--- src/rtl/mem_arbiter_if.sv ---
// Bundle of the fetch, data and memory-side signals around the memory arbiter.
// The arbiter takes the slave view; the requesters and the memory together take the master view.
interface mem_arbiter_if #(
  parameter int ADDR_W = 32,
  parameter int DATA_W = 32
);
  localparam int BE_W = DATA_W / 8;

  logic              if_req;
  logic [ADDR_W-1:0] if_addr;
  logic              if_ready;
  logic [DATA_W-1:0] if_rdata;
  logic              if_err;

  logic              d_req;
  logic              d_we;
  logic [ADDR_W-1:0] d_addr;
  logic [DATA_W-1:0] d_wdata;
  logic [BE_W-1:0]   d_be;
  logic              d_ready;
  logic [DATA_W-1:0] d_rdata;
  logic              d_err;

  logic              mem_req;
  logic              mem_we;
  logic [ADDR_W-1:0] mem_addr;
  logic [DATA_W-1:0] mem_wdata;
  logic [BE_W-1:0]   mem_be;
  logic              mem_ack;
  logic [DATA_W-1:0] mem_rdata;

  logic              busy;

  modport slave (
    input  if_req, if_addr,
    output if_ready, if_rdata, if_err,
    input  d_req, d_we, d_addr, d_wdata, d_be,
    output d_ready, d_rdata, d_err,
    output mem_req, mem_we, mem_addr, mem_wdata, mem_be,
    input  mem_ack, mem_rdata,
    output busy
  );

  modport master (
    output if_req, if_addr,
    input  if_ready, if_rdata, if_err,
    output d_req, d_we, d_addr, d_wdata, d_be,
    input  d_ready, d_rdata, d_err,
    input  mem_req, mem_we, mem_addr, mem_wdata, mem_be,
    output mem_ack, mem_rdata,
    input  busy
  );
endinterface

--- src/rtl/mem_arbiter.sv ---
// Round-robin arbiter sharing one memory port between instruction fetch and data access.
// Grant is one cycle after an IDLE request, ready is one cycle after ack; a memory port that never acks is released after TIMEOUT cycles.
module mem_arbiter #(
  parameter int ADDR_W  = 32,
  parameter int DATA_W  = 32,
  parameter int TIMEOUT = 16
) (
  input  logic        clk,
  input  logic        rst,
  mem_arbiter_if.slave bus
);
  localparam int BE_W  = DATA_W / 8;
  localparam int CNT_W = (TIMEOUT > 2) ? $clog2(TIMEOUT) : 1;
  localparam logic [CNT_W-1:0] CNT_MAX = CNT_W'(TIMEOUT - 1);

  typedef enum logic [1:0] {IDLE, OWN_I, OWN_D, DONE} state_t;
  typedef enum logic {OWNER_I, OWNER_D} owner_t;

  state_t            state, state_nxt;
  owner_t            last_owner, last_owner_nxt;
  logic [CNT_W-1:0]  cnt, cnt_nxt;

  logic              mem_req_q, mem_req_nxt;
  logic              mem_we_q, mem_we_nxt;
  logic [ADDR_W-1:0] mem_addr_q, mem_addr_nxt;
  logic [DATA_W-1:0] mem_wdata_q, mem_wdata_nxt;
  logic [BE_W-1:0]   mem_be_q, mem_be_nxt;

  logic              if_ready_q, if_ready_nxt;
  logic [DATA_W-1:0] if_rdata_q, if_rdata_nxt;
  logic              if_err_q, if_err_nxt;
  logic              d_ready_q, d_ready_nxt;
  logic [DATA_W-1:0] d_rdata_q, d_rdata_nxt;
  logic              d_err_q, d_err_nxt;
  logic              busy_q, busy_nxt;

  logic              grant_i, grant_d;
  logic [DATA_W-1:0] resp_data;

  // On a tie, whoever was not served last goes next.
  assign grant_i   = bus.if_req && (!bus.d_req || last_owner == OWNER_D);
  assign grant_d   = bus.d_req && !grant_i;
  assign resp_data = mem_we_q ? '0 : bus.mem_rdata;

  always_comb begin
    state_nxt      = state;
    last_owner_nxt = last_owner;
    cnt_nxt        = cnt;
    mem_req_nxt    = mem_req_q;
    mem_we_nxt     = mem_we_q;
    mem_addr_nxt   = mem_addr_q;
    mem_wdata_nxt  = mem_wdata_q;
    mem_be_nxt     = mem_be_q;
    if_ready_nxt   = 1'b0;
    if_rdata_nxt   = if_rdata_q;
    if_err_nxt     = if_err_q;
    d_ready_nxt    = 1'b0;
    d_rdata_nxt    = d_rdata_q;
    d_err_nxt      = d_err_q;

    case (state)
      IDLE: begin
        if (grant_i) begin
          state_nxt      = OWN_I;
          last_owner_nxt = OWNER_I;
          cnt_nxt        = '0;
          mem_req_nxt    = 1'b1;
          mem_we_nxt     = 1'b0;
          mem_addr_nxt   = bus.if_addr;
          mem_wdata_nxt  = '0;
          mem_be_nxt     = '1;
        end else if (grant_d) begin
          state_nxt      = OWN_D;
          last_owner_nxt = OWNER_D;
          cnt_nxt        = '0;
          mem_req_nxt    = 1'b1;
          mem_we_nxt     = bus.d_we;
          mem_addr_nxt   = bus.d_addr;
          mem_wdata_nxt  = bus.d_wdata;
          mem_be_nxt     = bus.d_be;
        end
      end
      OWN_I, OWN_D: begin
        // An ack on the last allowed cycle still counts as a normal completion.
        if (bus.mem_ack) begin
          state_nxt   = DONE;
          mem_req_nxt = 1'b0;
          if (state == OWN_I) begin
            if_ready_nxt = 1'b1;
            if_rdata_nxt = resp_data;
            if_err_nxt   = 1'b0;
          end else begin
            d_ready_nxt  = 1'b1;
            d_rdata_nxt  = resp_data;
            d_err_nxt    = 1'b0;
          end
        end else if (cnt == CNT_MAX) begin
          state_nxt   = DONE;
          mem_req_nxt = 1'b0;
          if (state == OWN_I) begin
            if_ready_nxt = 1'b1;
            if_rdata_nxt = '0;
            if_err_nxt   = 1'b1;
          end else begin
            d_ready_nxt  = 1'b1;
            d_rdata_nxt  = '0;
            d_err_nxt    = 1'b1;
          end
        end else begin
          cnt_nxt = cnt + CNT_W'(1);
        end
      end
      DONE: begin
        state_nxt = IDLE;
      end
      default: begin
        state_nxt = IDLE;
      end
    endcase

    busy_nxt = (state_nxt != IDLE);
  end

  always_ff @(posedge clk or posedge rst) begin
    if (rst) begin
      state       <= IDLE;
      last_owner  <= OWNER_D;
      cnt         <= '0;
      mem_req_q   <= 1'b0;
      mem_we_q    <= 1'b0;
      mem_addr_q  <= '0;
      mem_wdata_q <= '0;
      mem_be_q    <= '0;
      if_ready_q  <= 1'b0;
      if_rdata_q  <= '0;
      if_err_q    <= 1'b0;
      d_ready_q   <= 1'b0;
      d_rdata_q   <= '0;
      d_err_q     <= 1'b0;
      busy_q      <= 1'b0;
    end else begin
      state       <= state_nxt;
      last_owner  <= last_owner_nxt;
      cnt         <= cnt_nxt;
      mem_req_q   <= mem_req_nxt;
      mem_we_q    <= mem_we_nxt;
      mem_addr_q  <= mem_addr_nxt;
      mem_wdata_q <= mem_wdata_nxt;
      mem_be_q    <= mem_be_nxt;
      if_ready_q  <= if_ready_nxt;
      if_rdata_q  <= if_rdata_nxt;
      if_err_q    <= if_err_nxt;
      d_ready_q   <= d_ready_nxt;
      d_rdata_q   <= d_rdata_nxt;
      d_err_q     <= d_err_nxt;
      busy_q      <= busy_nxt;
    end
  end

  assign bus.mem_req   = mem_req_q;
  assign bus.mem_we    = mem_we_q;
  assign bus.mem_addr  = mem_addr_q;
  assign bus.mem_wdata = mem_wdata_q;
  assign bus.mem_be    = mem_be_q;
  assign bus.if_ready  = if_ready_q;
  assign bus.if_rdata  = if_rdata_q;
  assign bus.if_err    = if_err_q;
  assign bus.d_ready   = d_ready_q;
  assign bus.d_rdata   = d_rdata_q;
  assign bus.d_err     = d_err_q;
  assign bus.busy      = busy_q;
endmodule

--- src/flat_wrapper.sv ---
// flat-port wrapper written by rule: the top's interface ports become plain ports
module mem_arbiter_flat 
#(
  parameter int ADDR_W  = 32,
  parameter int DATA_W  = 32,
  parameter int TIMEOUT = 16
)
  (clk, rst, bus_if_req, bus_if_addr, bus_if_ready, bus_if_rdata, bus_if_err, bus_d_req, bus_d_we, bus_d_addr, bus_d_wdata, bus_d_be, bus_d_ready, bus_d_rdata, bus_d_err, bus_mem_req, bus_mem_we, bus_mem_addr, bus_mem_wdata, bus_mem_be, bus_mem_ack, bus_mem_rdata, bus_busy);
  mem_arbiter_if #(.ADDR_W(ADDR_W), .DATA_W(DATA_W)) bus_i ();
  input  logic clk;
  input  logic rst;
  input wire logic [$bits(bus_i.if_req)-1:0] bus_if_req;
  input wire logic [$bits(bus_i.if_addr)-1:0] bus_if_addr;
  output wire logic [$bits(bus_i.if_ready)-1:0] bus_if_ready;
  output wire logic [$bits(bus_i.if_rdata)-1:0] bus_if_rdata;
  output wire logic [$bits(bus_i.if_err)-1:0] bus_if_err;
  input wire logic [$bits(bus_i.d_req)-1:0] bus_d_req;
  input wire logic [$bits(bus_i.d_we)-1:0] bus_d_we;
  input wire logic [$bits(bus_i.d_addr)-1:0] bus_d_addr;
  input wire logic [$bits(bus_i.d_wdata)-1:0] bus_d_wdata;
  input wire logic [$bits(bus_i.d_be)-1:0] bus_d_be;
  output wire logic [$bits(bus_i.d_ready)-1:0] bus_d_ready;
  output wire logic [$bits(bus_i.d_rdata)-1:0] bus_d_rdata;
  output wire logic [$bits(bus_i.d_err)-1:0] bus_d_err;
  output wire logic [$bits(bus_i.mem_req)-1:0] bus_mem_req;
  output wire logic [$bits(bus_i.mem_we)-1:0] bus_mem_we;
  output wire logic [$bits(bus_i.mem_addr)-1:0] bus_mem_addr;
  output wire logic [$bits(bus_i.mem_wdata)-1:0] bus_mem_wdata;
  output wire logic [$bits(bus_i.mem_be)-1:0] bus_mem_be;
  input wire logic [$bits(bus_i.mem_ack)-1:0] bus_mem_ack;
  input wire logic [$bits(bus_i.mem_rdata)-1:0] bus_mem_rdata;
  output wire logic [$bits(bus_i.busy)-1:0] bus_busy;
  assign bus_i.if_req = bus_if_req;
  assign bus_i.if_addr = bus_if_addr;
  assign bus_if_ready = bus_i.if_ready;
  assign bus_if_rdata = bus_i.if_rdata;
  assign bus_if_err = bus_i.if_err;
  assign bus_i.d_req = bus_d_req;
  assign bus_i.d_we = bus_d_we;
  assign bus_i.d_addr = bus_d_addr;
  assign bus_i.d_wdata = bus_d_wdata;
  assign bus_i.d_be = bus_d_be;
  assign bus_d_ready = bus_i.d_ready;
  assign bus_d_rdata = bus_i.d_rdata;
  assign bus_d_err = bus_i.d_err;
  assign bus_mem_req = bus_i.mem_req;
  assign bus_mem_we = bus_i.mem_we;
  assign bus_mem_addr = bus_i.mem_addr;
  assign bus_mem_wdata = bus_i.mem_wdata;
  assign bus_mem_be = bus_i.mem_be;
  assign bus_i.mem_ack = bus_mem_ack;
  assign bus_i.mem_rdata = bus_mem_rdata;
  assign bus_busy = bus_i.busy;
  mem_arbiter #(.ADDR_W(ADDR_W), .DATA_W(DATA_W), .TIMEOUT(TIMEOUT)) u_core (.clk(clk), .rst(rst), .bus(bus_i));
endmodule
--- config.mk ---
export PLATFORM = sky130hd
export DESIGN_NAME = mem_arbiter_flat
export DESIGN_NICKNAME = d
export VERILOG_FILES = /design/src/rtl/mem_arbiter_if.sv /design/src/rtl/mem_arbiter.sv /design/src/flat_wrapper.sv
export SDC_FILE = /design/constraint.sdc
export NUM_CORES = 1
export LEC_CHECK = 0
export ABC_CLOCK_PERIOD_IN_PS = 10800
export CORE_MARGIN = 5
export CORE_UTILIZATION = 30
export CTS_CLUSTER_SIZE = 30
export DETAILED_ROUTE_END_ITERATION = 12
export SLEW_MARGIN = 5
export SYNTH_ARGS = -nofsm -noshare
export SYNTH_HDL_FRONTEND = slang
export SYNTH_SLANG_ARGS = --single-unit
--- constraint.sdc ---
create_clock -name clk -period 10.8 [get_ports clk]
set_input_delay 3.24 -clock clk [delete_from_list [all_inputs] [get_ports clk]]
set_output_delay 3.24 -clock clk [all_outputs]
set_load 0.05 [all_outputs]
After elaboration in Yosys (flattened, before gate mapping)
Index checks and enable logic that the tools add are counted.
{"block": "word_totals", "ff_bits": 146, "input_bits": 138, "out_inout_bits": 139, "wordCells": 90}
{"block": "classes", "n_addsub": 1, "n_eq_ne": 8, "muxes": 49, "bitwise_logic": 1, "n_reduce_logical": 16}
{"operator": "2-to-1 mux 32 bit", "count": 13}
{"operator": "2-to-1 mux 4 bit", "count": 6}
{"operator": "2-to-1 mux 1 bit", "count": 23}
{"operator": "AND reduction 3 bit", "count": 3}
{"operator": "2-to-1 mux 2 bit", "count": 4}
{"operator": "one-hot mux 4 bit (2 select lines)", "count": 1}
{"operator": "nonzero test 2 bit", "count": 4}
{"operator": "one-hot mux 2 bit (3 select lines)", "count": 1}
{"operator": "adder 4 x 1 -> 4 bit (second input constant)", "count": 1}
{"operator": "equality test 2 bit (second input constant)", "count": 2}
{"operator": "equality test 4 bit (second input constant)", "count": 1}
{"operator": "inequality test 2 bit (second input constant)", "count": 2}
{"operator": "AND reduction 4 bit", "count": 1}
{"operator": "inequality test 3 x 1 -> 1 bit (second input constant)", "count": 1}
{"operator": "inequality test 3 x 2 -> 1 bit (second input constant)", "count": 1}
{"operator": "equality test 2 x 1 -> 1 bit (second input constant)", "count": 1}
{"operator": "logical AND 1 bit", "count": 2}
{"operator": "zero test 1 bit", "count": 2}
{"operator": "zero test 2 bit", "count": 1}
{"operator": "one-hot mux 1 bit (2 select lines)", "count": 1}
{"operator": "AND reduction 2 bit", "count": 1}
{"operator": "OR reduction 2 bit", "count": 1}
{"operator": "logical OR 1 bit", "count": 1}
{"operator": "inverter 1 bit", "count": 1}

Depth between registers and ports, before layout
{"block": "depth", "ltp_word": 9, "mapped_depth": 7, "mapped_depth_nobuf": 5}

Worst setup path after synthesis
No wires, ideal clock.
{"block": "synth_path", "path_type": "input -> register", "start": "input port bus_if_req", "end": "register u_core.mem_addr_q[0] (netlist: u_core.bus.mem_addr[0])", "setup_time_ns": 0.141, "arrival_time_ns": 4.166, "slack_ns": 6.493, "cell_stages": 6, "n_path_buf": 4, "cell_sequence": "buf_2 > o21a_1 > buf_2 > buf_4 > clkbuf_1 > a31oi_1"}
{"block": "synth_via", "elab_chain_cells": 5, "word_cells_on_any_way": 6}
{"item": "from (decl)", "line": "flat_wrapper.sv:12", "rtl": "input wire logic [$bits(bus_i.if_req)-1:0] bus_if_req;"}
{"item": "logical AND 1 bit (*)", "line": "mem_arbiter.sv:41", "rtl": "assign grant_i = bus.if_req && (!bus.d_req || last_owner == OWNER_D);"}
{"item": "zero test 1 bit", "line": "mem_arbiter.sv:42", "rtl": "assign grant_d = bus.d_req && !grant_i;"}
{"item": "logical AND 1 bit", "line": "mem_arbiter.sv:42"}
{"item": "nonzero test 2 bit (no source line)"}
{"item": "AND reduction 2 bit (no source line)"}
{"item": "to (signal assigned)", "line": "mem_arbiter.sv:147", "rtl": "mem_addr_q <= mem_addr_nxt;"}
{"item": "to (decl)", "line": "mem_arbiter.sv:25", "rtl": "logic [ADDR_W-1:0] mem_addr_q, mem_addr_nxt;"}
Mark *: on every way between the ends. The rest lies on a longest branch, timed or not.
A chain may end at the register's enable or synchronous reset.

Final worst setup path
{"block": "layout_path", "start": "input port bus_if_req", "end": "register u_core.mem_we_q (netlist: u_core.bus.mem_we)"}
{"block": "layout_via", "elab_chain_cells": 5, "word_cells_on_any_way": 6}
{"item": "logical AND 1 bit (*)", "line": "mem_arbiter.sv:41"}
{"item": "zero test 1 bit", "line": "mem_arbiter.sv:42"}
{"item": "logical AND 1 bit", "line": "mem_arbiter.sv:42"}
{"item": "nonzero test 2 bit (no source line)"}
{"item": "AND reduction 2 bit (no source line)"}
{"item": "to (signal assigned)", "line": "mem_arbiter.sv:146", "rtl": "mem_we_q <= mem_we_nxt;"}
{"item": "to (decl)", "line": "mem_arbiter.sv:24", "rtl": "logic mem_we_q, mem_we_nxt;"}
Marked as above.

==> run_results.csv <==
group,metric,value,unit
setup_path,crit_type,"in2reg",
drt,dr.pass1.iters,4,
die,start_util,0.305,
sta,drv_slew,0,
die,die_width,156,um
clock_tree,cts_buffers,17,
grt,grt_pass1_vias,5413,
setup_path,crit_chain,"clkdlybuf4s50_1 > buf_4 > o21a_2 > o21a_1 > a22o_1",
power,clkPwrFrac,0.181,
drt,viasPerCell,4.90,
placement,gp_congestion,0.892,
drt,wl_per_cell,18.6,um
power,powerDensity,341,nW/um^2
power,p_comb_frac,0.545,
grt,overflow,0,
power,power_switching,1.58,mW
clock_tree,tritoncts,"done",
die,core_area,21100,sq um
die,fp.dieArea,24400,sq um
setup_path,worstPathRequired,11.14,ns
power,leakage,4.12,nW
power,swShare,0.466,
sta,hold_viol_final,0,
sta,worstMarginPinSlew,1.21,ns
synth,ys.flop_type,"dfrtp_1",
final_layout,fin_nets,908,
grt,grt_pass1_wl,30500,um
synth,ys_ff_latch,146,
setup_path,crit_path_end_kind,"register",
final_layout,antenna_cells,0,
clock_tree,holdBufCountCts,0,
sta,fmax,0.167,GHz
worst_hold_path,hp-class,"reg2reg",
synth,synth_edf_count,0,
synth,avgSynthCellArea,12.6,sq um
sta,setup_viol,0,
placement,io_buffer_count,276,
grt,antenna_found_initial,0,
drt,final_antenna_net_count,0,
drt,drt_iter0_markers,221,
die,rows,53,
grt,track_usage,0.156,
grt,grt_max_degree,91,
synth,yosysSeqAreaShare,0.569,
synth,ys_types,42,
drt,drt-total-wl,19600,um
placement,pre_cts_ws,4.35,ns
final_layout,final_common_cell,"clkdlybuf4s50_1",
final_layout,drive_gt1_frac,0.141,
sta,rsz0062_at_grt,"no",
clock_tree,path_clk_slew,0.07,ns
synth,syn_area,6430,sq um
power,p_seq_frac,0.274,
synth,synth_top_area_share,0.565,
power,vdd_drop_max,159,uV
clock_tree,postCtsSetupRepairBufs,0,
clock_tree,htree_levels,4,
clock_tree,cts_root_buf,"clkbuf_16",
setup_path,cp_max_fo,71,
job,cap_violations,0,
clock_tree,clockBufferDepth,2,
synth,synth_area_leaders,"dfrtp_1 56%, mux2_4 7.7%, mux2_2 5.1%",
sta,fin_setup_tns,0,ns
sta,fin_crit_sh,0.556,
setup_path,start_kind,"input pin",
final_layout,syn2layout_area_growth,54.4,%
synth,syn-num-nets,652,
setup_path,cp.arrival,6.34,ns
power,p_int,1.81,mW
power,power.total,3.38,mW
synth,synthArstFlopShare,1.00,
setup_path,cp_slowest_cell,"o21a_1",
final_layout,final_cell_mix,"276 x clkdlybuf4s50_1, 145 x dfrtp_1, 36 x o21ai_0, 35 x a31oi_1",
clock_tree,post_cts_resized,0,
placement,hpwl,14200,um
sta,worst_slack,4.80,ns
drt,drc,0,
drt,vias,5163,
synth,ys_warn_count,0,
synth,netlist_instances,509,
sta,max_slew_margin,0.191,
clock_tree,cts_sinks,146,
synth,yosysTopAreaCell,"dfrtp_1",
clock_tree,clock_latency,0.42,ns
status,outcome,"finished, final reports clean",
die,fp.dieH,156,um
die,ios,277,
sta,period_minus_slack,6.00,ns
setup_path,max_stage_delay,1.01,ns
sta,worst_clock_skew,0.0108,ns
final_layout,fillers,1894,
[Yosys cell counts (all sizes together), types with 2 or more instances]
cell,instances
and2,33
nor2,33
o21a,2
nand2,2
clkbuf,29
and3,2
a2bb2oi,2
nor2b,5
inv,9
a21oi,4
o211ai,33
buf,14
a22o,33
mux2,64
nor3b,2
o22a,4
dfrtp,145
ha,5
a31oi,35
o31ai,3
o21ai,37
[layout make-up]
class	count	area, sq um	area share
timing repair buffer	280	2790	0.281
multi-input combinational	311	2480	0.250
clock buffer	17	425	0.0429
inverter	9	38.8	0.00391
tap	275	344	0.0347
sequential	146	3650	0.368
clock inverter	15	185	0.0187
[path summary, 6_finish.rpt]
check                                      endpoint  slack [ns]  cells past startpoint                    from
max                               u_core.bus.mem_we        4.80                      5              bus_if_req
min                          u_core.bus.d_rdata[10]        0.49                      1  u_core.bus.d_rdata[10]
max reg2reg                       u_core.bus.mem_we        7.74                      5         u_core.state[0]
min reg2reg                  u_core.bus.d_rdata[10]        0.49                      1  u_core.bus.d_rdata[10]
max in group asynchronous  u_core.bus.mem_wdata[17]        6.15                      3                     rst
min in group asynchronous     u_core.bus.d_rdata[1]        3.33                      2                     rst
[per-layer routing]
| metal | part of all wire | track usage | up-vias |
|---|---|---|---|
| met3 | 0.099 | 0.0534 | 23 |
| met4 | 0.017 | 0.0504 | 0 |
| li1 | - | - | 2380 |
| met2 | 0.46 | 0.244 | 253 |
| met5 | 0 | 0 | - |
| met1 | 0.42 | 0.206 | 2507 |
[per-stage QoR]
step	cell area [sq um]	hold WS, ns	util	cells
2_1_floorplan	6430	0.478	-	509
3_3_place_gp	9310	0.478	0.442	1021
3_5_place_dp	9310	0.486	0.442	1021
4_1_cts	9920	0.501	0.471	1053
5_1_grt	9920	0.514	0.471	1053
6_report	9920	0.494	0.471	1053
[flip-flops by register name, indices dropped and copies added (netlist names)]
signal and cells:
u_core.last_owner 1, u_core.bus.d_err 1, u_core.bus.d_ready 1, u_core.bus.mem_be 4, u_core.bus.if_ready 1, u_core.state 2
u_core.bus.busy 1, u_core.bus.if_err 1, u_core.bus.mem_req 1, u_core.bus.mem_addr 32, u_core.bus.d_rdata 32, u_core.bus.mem_wdata 32
u_core.bus.mem_we 1, u_core.bus.if_rdata 32, u_core.cnt 4
[logic make-up after synthesis]
| kind of cell | after synthesis | share of synthesized area |
|---|---|---|
| and+or+nand+nor | 83 | 0.0703 |
| adders and majority gates | 5 | 0.00974 |
| buffers and inverters | 52 | 0.0465 |
| muxes | 65 | 0.133 |
| AOI/OAI and AO/OA | 158 | 0.172 |
| DFF | 146 | 0.569 |
[worst max-delay path, delay by kind of cell]
family	cells	cell delay, ns
buf+inv	2	0.80
compound gates	3	2.24
[power groups by stage]
stage	Sequential (mW)	Combinational, mW	Clock, mW
final	0.927	1.84	0.613
after global routing	0.955	1.93	0.657
after CTS	0.928	1.86	0.629
after detailed placement	0.933	1.86	0
after global placement	0.923	1.84	0
after floorplan	1.64	0.547	0
Note: power is estimated with default switching activity, not from simulation.
